===== config.mk =====
export PLATFORM = sky130hd
export DESIGN_NAME = fetch_phase
export DESIGN_NICKNAME = d
export VERILOG_FILES = /design/src/rtl/fetch_phase.sv
export SDC_FILE = /design/constraint.sdc
export NUM_CORES = 1
export LEC_CHECK = 0
export CORE_MARGIN = 2
export CORE_UTILIZATION = 55
export DETAILED_ROUTE_END_ITERATION = 8
export PLACE_DENSITY = 0.79
export SETUP_SLACK_MARGIN = 0.5
export SLEW_MARGIN = 40
export SYNTH_ARGS = -nofsm -noshare
export SYNTH_HDL_FRONTEND = slang
export SYNTH_SLANG_ARGS = --single-unit
export TNS_END_PERCENT = 30

===== constraint.sdc =====
create_clock -name clk -period 4.86 [get_ports clk]
set_input_delay 0.972 -clock clk [delete_from_list [all_inputs] [get_ports clk]]
set_output_delay 0.972 -clock clk [all_outputs]
set_load 0.01 [all_outputs]

===== src/rtl/fetch_phase.sv =====
// Fetch-side instruction queue: buffers {inst, pc} words arriving from instruction
// memory, hides the read-latency warm-up and applies back-pressure via PC rewind.
module fetch_phase #(
  parameter int LOAD_LATENCY = 1,
  parameter int FQ_DEPTH     = 4,
  parameter int ADDR_W       = 32,
  parameter int INST_W       = 32
) (
  input  logic              clk,
  input  logic              rst,
  input  logic [ADDR_W-1:0] pc_to_fet,
  input  logic [INST_W-1:0] inst_rdata,
  input  logic              flush,
  output logic              stall_pc,
  output logic              fd_valid,
  output logic [INST_W-1:0] fd_inst,
  output logic [ADDR_W-1:0] fd_pc,
  input  logic              de_ready
);

  localparam int PTR_W = $clog2(FQ_DEPTH);
  localparam int CNT_W = PTR_W + 1;
  localparam int WU_W  = $clog2(LOAD_LATENCY + 1);

  logic [INST_W-1:0] mem_inst [FQ_DEPTH];
  logic [ADDR_W-1:0] mem_pc   [FQ_DEPTH];
  logic [PTR_W-1:0]  wr_ptr;
  logic [PTR_W-1:0]  rd_ptr;
  logic [CNT_W-1:0]  count;
  logic [WU_W-1:0]   wu;

  logic arrival_ok;
  logic full;
  logic pop;
  logic push;

  always_comb begin
    arrival_ok = (wu == '0) & ~flush;
    full       = (count == CNT_W'(FQ_DEPTH));
    fd_valid   = (count != '0) & ~flush;
    pop        = fd_valid & de_ready;
    // At full, a same-cycle pop frees the slot the arrival will land in.
    stall_pc   = arrival_ok & full & ~pop;
    push       = arrival_ok & ~stall_pc;
    fd_inst    = mem_inst[rd_ptr];
    fd_pc      = mem_pc[rd_ptr];
  end

  always_ff @(posedge clk) begin
    if (rst) begin
      wr_ptr <= '0;
      rd_ptr <= '0;
      count  <= '0;
      wu     <= WU_W'(LOAD_LATENCY);
      for (int i = 0; i < FQ_DEPTH; i++) begin
        mem_inst[i] <= '0;
        mem_pc[i]   <= '0;
      end
    end else begin
      if (wu != '0)
        wu <= wu - WU_W'(1);
      if (flush) begin
        wr_ptr <= '0;
        rd_ptr <= '0;
        count  <= '0;
      end else begin
        if (push) begin
          mem_inst[wr_ptr] <= inst_rdata;
          mem_pc[wr_ptr]   <= pc_to_fet;
          wr_ptr           <= wr_ptr + PTR_W'(1);
        end
        if (pop)
          rd_ptr <= rd_ptr + PTR_W'(1);
        case ({push, pop})
          2'b10:   count <= count + CNT_W'(1);
          2'b01:   count <= count - CNT_W'(1);
          default: count <= count;
        endcase
      end
    end
  end

endmodule


==> results of run 1 <==
==> critical path: stages (launching register included) <==
cell	delay [ps]
dfxtp_4	830
buf_12	350
mux4_2	580
clkdlybuf4s50_1	500
==> power by group through the flow <==
stage	Clock, mW	Sequential (mW)	Combinational [mW]
floorplan	0	2.69	0.197
global placement	0	2.69	0.390
detailed placement	0	2.70	0.398
CTS	2.03	2.65	0.401
global route	2.12	2.66	0.427
finish	2.00	2.65	0.396
==> cell type report <==
type,count,area [um^2]
diodes,1,2.502
clock inverters,12,132.6
fillers,1396,6441
repair buffers,147,1526
flip-flops and latches,266,7895
well taps,270,337.8
inverters,4,15.01
multi-input cells,432,3161
clock buffers,37,723.2
==> through the flow <==
step	instance area, um^2	std cells	total power, mW	hold slack, ps
after floorplan	11370	752	2.886	471.1
after global placement	12830	1114	3.081	503.2
after detailed placement	12910	1118	3.094	504.5
after CTS	13760	1167	5.080	514.5
after global routing	13790	1168	5.202	558.4
final	13790	1169	5.045	511.4
==> placed cells by master, fill, tap and decap left out, drive strengths merged, types with 5 or more instances in the layout <==
master | Yosys | routed
clkinv | 0 | 8
clkdlybuf4s50 | 0 | 132
nand2b | 69 | 69
inv | 4 | 5
nand2 | 6 | 6
nor2 | 265 | 265
buf | 35 | 15
edfxtp | 256 | 256
clkbuf | 15 | 37
dfxtp | 10 | 10
mux4 | 64 | 64
==> cells in the mapped netlist <==
library cell	number
a21oi_1	3
a31o_2	1
and2_4	1
and3_1	1
buf_2	15
buf_4	8
buf_6	6
buf_8	6
clkbuf_1	15
dfxtp_1	10
edfxtp_1	256
fa_1	1
inv_1	4
mux2_1	1
mux4_2	64
nand2_1	6
nand2b_1	69
nand3_1	2
nand3b_2	1
nor2_1	265
nor3_1	3
nor3b_1	1
nor4bb_1	1
o211a_1	1
o211ai_1	1
o31ai_1	1
or2_2	2
or3_1	1
or4b_1	1
or4b_4	1
xnor2_1	3
xor2_1	1
==> registers in the layout (all words and copies together) (netlist names), named ones only <==
register	count
rd_ptr	2
mem_pc	128
mem_inst	128
count	3
wu	1
wr_ptr	2
==> routing by layer <==
layer,GRT usage [%],wire length (um),up-vias
met5,0,0,-
met4,6.394,604,0
met3,3.117,1590,45
met2,36.91,11550,251
met1,30.20,9290,3259
li1,-,-,2969
==> cells by family after synthesis <==
group / synth area share, %
simple gates: 13.72
flops: 69.38
mux: 12.78
buf+inv: 3.203
compound gates: 0.4293
xor+xnor: 0.3082
fa+ha+maj: 0.1761
==> worst paths after layout <==
check,startpoint,endpoint,slack [ps]
worst min-delay path,rd_ptr[1],flop,510
worst max-delay path,flop,fd_inst[4],1090
worst max register to register,count[0],mem_pc[0][0],2600
worst min register to register,rd_ptr[1],flop,510
==> implementation parameters, run 1 <==
Parameter                              Value

Outcome
  Outcome ... finished, final reports clean

Placed design
  Buffers on Ports ... 133
  Worst-case setup slack after placement ... 1121 ps
  Detailed-placement wirelength estimate ... 12.87 mm
  GPL Wtd Cong ... 0.7204

Global route
  Global route overflow ... 0
  Number of global-route vias before repair ... 6,730
  Wire length of the first global-routing pass ... 36.53 mm
  Antenna violations before repair ... 0
  Pin count of the biggest net entering global routing ... 66
  Total routing usage reported by global routing ... 21.87%

Timing
  Crit path setup slack, layout ... 1090 ps
  Actual transition at the worst max-transition pin ... 852.6 ps
  Relative slew slack ... 43.16%
  Fin. Hold Viols ... 0
  Max Slew Vio Count ... 0
  Final critical-path required period ... 3770 ps
  Total negative setup slack ... 0 ps
  Skew final ... 9.583 ps
  Fmax achieved ... 265.3 MHz
  Unrepaired setup endpoints after global routing ... false
  Tcrit/Tclk final ... 77.57%
  Setup violation total in the final timing report ... 0

Drt
  Drt drc ... 0
  Final wirelength ... 23.04 mm
  Routed WL per cell ... 19.71 um
  Vias per Instance ... 5.581
  1st-pass router iterations ... 5
  Number of nets with antenna violations after detailed routing ... 0
  First DRT Iteration DRCs ... 366
  Vias ... 6,524

Cells and area
  Syn-to-layout area delta ... 21.33%
  Fraction of layout cells with a size suffix above 1 ... 14.14%
  Final #Nets ... 947
  Post-layout util ... 68.17%

Setup path
  Crit Path Class ... flop to output pin
  Arrival time reported for the critical path endpoint ... 2800 ps
  Type of destination of the critical path ... output pin
  Peak fanout along the critical path ... 34
  Number of cells on the worst reg-to-reg path ... 5
  Required time of the worst setup path ... 3890 ps
  Startpoint kind of the worst setup timing path ... flop

Synth
  Top cell type's share of synthesized area ... 67.62%
  Mapped cell area ... 0.01137 mm^2
  Count of state elements after synthesis ... 266
  Yosys warning total ... 0
  Syn_nets ... 821
  Number of cells produced by synthesis ... 752
  Average footprint of a synthesized cell ... 15.12 um^2
  Share of the yosys chip area belonging to registers ... 69.38%
  Yosys cell types ... 32
  Leading area contributor after synthesis ... edfxtp_1
  Synth area leaders ... edfxtp_1 (68%), mux4_2 (13%), nor2_1 (8.7%)

Floorplanning
  Core outline area ... 0.02023 mm^2
  Initial Utilization ... 56.18%
  Die boundary width ... 147.8 um
  Die Area ... 0.02184 mm^2
  Number of core rows ... 52
  Ports ... 134
  Die Y ... 147.8 um

Pwr
  Net switching power ... 1.035 mW
  Maximum ir drop on the vdd rail ... 0.2501 mV
  Switching power share of the total ... 20.52%
  Internal power ... 4.010 mW
  Portion of total power attributed to sequential cells ... 52.5%
  Leakage power ... 4.776 nW
  Combinational share of power ... 7.8%
  Total power divided by cell area ... 365.7 mW/mm^2
  Share of power burned in the clock network ... 39.7%

Clock network
  Cts-stage hold buffer count ... 0
  Maximum level of the CTS H-tree ... 1
  Root Buffer Master ... clkbuf_16
  Clock-pin transition on the worst setup and hold timing paths ... 60 ps
  Clock Tree Buf Depth ... 3
  Count of clock tree sinks ... 266
  Buffer count from post-CTS setup fixing ... 0
  TritonCTS clock tree ... done
  Clock Latency Late Sink ... 510 ps
  Number of buffers added by the clock tree synthesis step ... 27
  Post-cts repair resize count ... 0

Hold path
  Count of cells along the worst hold path ... 2
  Min-Delay Path Class ... flop to flop

Run
  Number of maximum-capacitance violations ... 0
(Power assumes the default switching activity.)
==> run 2, diff against run 1 <==
clock period = 3.5 ns   (was 4.86 ns; I/O delays follow)
==> implementation parameters, run 2 (synthesis gave the netlist of run 1 again) <==
Parameter                              Value

Setup path
  Arrival time reported for the critical path endpoint ... 2280 ps (-520 ps)
  Max incr delay on CP ... 540 ps (-290 ps)
  Type of destination of the critical path ... output pin
  Worst R2R Setup Slack ... 1240 ps (-1360 ps)
  Cell with the largest stage delay on the worst path ... mux4_2
  Crit Path Class ... flop to output pin
  Peak fanout along the critical path ... 8 (-76%)
  Required time of the worst setup path ... 2800 ps (-1090 ps)
  Startpoint kind of the worst setup timing path ... flop
  CP Cell Sequence ... buf_4, clkbuf_16, mux4_2, clkdlybuf4s50_1
  Beginning of the worst register-to-register path ... count[1]

Pwr
  Leakage power ... 5.094 nW (+6.7%)
  Total power divided by cell area ... 497.7 mW/mm^2 (+36%)
  Pwr Total ... 7.018 mW (+39%)
  Maximum ir drop on the vdd rail ... 0.3962 mV (+58%)

Placed design
  Detailed-placement wirelength estimate ... 14.30 mm (+11%)
  GPL Wtd Cong ... 0.7585 (+5.3%)
  Buffers on Ports ... 133 (unchanged)
  Number of cells after detailed placement ... 1,129 (+0.98%)

Drt
  Final wirelength ... 24.73 mm (+7.3%)
  Routed wire length on met3 ... 1.754 mm (+10%)
  First DRT Iteration DRCs ... 606 (+66%)
  Vias ... 6,670 (+2.2%)
  1st-pass router iterations ... 7 (+2)
  Routed WL per cell ... 20.85 um (+5.8%)
  Vias per Instance ... 5.624 (+0.77%)
  Drt drc ... 0 (unchanged)
  Routed length on met1 ... 10.11 mm (+8.9%)
  Topmost layer with routed signal wires ... met4
  Number of nets with antenna violations after detailed routing ... 0 (unchanged)
  Met2 Routed Length ... 12.45 mm (+7.7%)

Clock network
  Cts-stage hold buffer count ... 0 (unchanged)
  TritonCTS clock tree ... done
  Clock Latency Late Sink ... 530 ps (+20 ps)
  Clock-pin transition on the worst setup and hold timing paths ... 60 ps (about the same)
  Count of clock tree sinks ... 266 (unchanged)
  Root Buffer Master ... clkbuf_16
  Maximum level of the CTS H-tree ... 1 (unchanged)
  Number of buffers added by the clock tree synthesis step ... 26 (-3.7%)
  Clock Tree Buf Depth ... 3 (unchanged)

Floorplanning
  Core outline area ... 0.02023 mm^2 (unchanged)
  Initial Utilization ... 56.18% (unchanged)
  Die Area ... 0.02184 mm^2 (unchanged)
  Ports ... 134 (unchanged)
  Die Y ... 147.8 um (unchanged)
  Die boundary width ... 147.8 um (unchanged)
  Number of core rows ... 52 (unchanged)

Cells and area
  Post-layout util ... 69.69% (+1.5 points)
  Most frequent cells in the layout ... nor2_1 (265), edfxtp_1 (256), clkdlybuf4s50_1 (117), nand2b_1 (66), mux4_2 (64)
  Most common cell after layout, fill and taps aside ... nor2_1
  Number of diodes added for antenna fixing ... 0 (-1)
  Final Instance Count excl. Fillers ... 1,186 (+1.5%)
  Top flop regs ... mem_inst: 128 flops, mem_pc: 128 flops, count: 3 flops
  Syn-to-layout area delta ... 24.04%
  Fraction of layout cells with a size suffix above 1 ... 16.38% (+2.2 points)
  Final #Nets ... 966 (+2.0%)

Timing
  Fmax achieved ... 335.1 MHz
  Fin. Hold Viols ... 0 (unchanged)
  Unrepaired setup endpoints after global routing ... true
  Actual transition at the worst max-transition pin ... 701.1 ps (-151.5 ps)
  Relative slew slack ... 53.26% (+10 points)
  Tcrit/Tclk final ... 85.26%
  Max Slew Vio Count ... 0 (unchanged)
  Skew final ... 8.604 ps (-0.9789 ps)
  Final critical-path required period ... 2984 ps
  Total negative setup slack ... 0 ps (unchanged)
  Setup violation total in the final timing report ... 0 (unchanged)

Outcome
  Outcome ... finished, final reports clean

Global route
  Total routing usage reported by global routing ... 22.69% (+0.82 points)
  Global route overflow ... 0 (unchanged)
  Number of global-route vias before repair ... 6,800 (+1.0%)
  Wire length of the first global-routing pass ... 37.87 mm (+3.7%)
  Pin count of the biggest net entering global routing ... 65 (-1.5%)
  Antenna violations before repair ... 0 (unchanged)

Hold path
  Min-Delay Path Class ... flop to flop
  Worst Hold Launch ... count[0]

Run
  Number of maximum-capacitance violations ... 0 (unchanged)
run 2: changes by cell type in the layout (fill, tap and decap cells not counted), moves of 2 or more:
cell and change:
buf_12 +2, buf_16 +2, buf_4 +12, clkbuf_1 -5, clkbuf_16 +4, clkdlybuf4s50_1 -15
clkinv_2 +2, clkinvlp_4 +3, dlymetal6s2s_1 +14
run 2: timing repair:
item / in CTS / in global routing
buffers inserted: 1 / 4
cloned: 0 / 5
setup endpoints to repair: 23 / 61
gates resized for setup: 1 / 16
run 2: cell type report:
class	instances	area, um^2
clock buffers	31	690.7
multi-input cells	432	3161
well taps	270	337.8
clock inverters	16	156.4
fillers	1336	6133
repair buffers	167	1846
flip-flops and latches	266	7895
inverters	4	15.01
run 2: path summary, 6_finish.rpt:
path / end / depth (start not counted)
max: fd_inst[6] / 4
min: count[0] / 2
max reg2reg: count[2] / 8
min reg2reg: count[0] / 2
run 2: metal layers:
layer | vias up | track usage [%]
met5 | - | 0
met4 | 0 | 4.856
met3 | 34 | 2.778
met2 | 276 | 38.07
met1 | 3346 | 32.69
li1 | 3014 | -
run 2: worst max-delay path, delay by kind of cell (launching register included):
family                 cells  cell delay, ps
muxes                      1             540
buffers and inverters      3             800
DFF                        1             410
run 2: metrics by stage:
stage	hold slack, ps	setup WS, ps	area [um^2]
CTS	514.3	481.4	13900
detailed placement	499.5	372.5	13040
finish	512.7	515.9	14100
global placement	500.5	375.2	13040
global route	549.0	455.7	14100
floorplan	471.1	320.6	11370
run 2: where the power goes:
group	switching (mW)	total, mW	internal, mW
registers	0.0398	3.67	3.63
clock network	1.15	2.77	1.62
logic	0.288	0.570	0.282
total	1.48	7.02	5.54
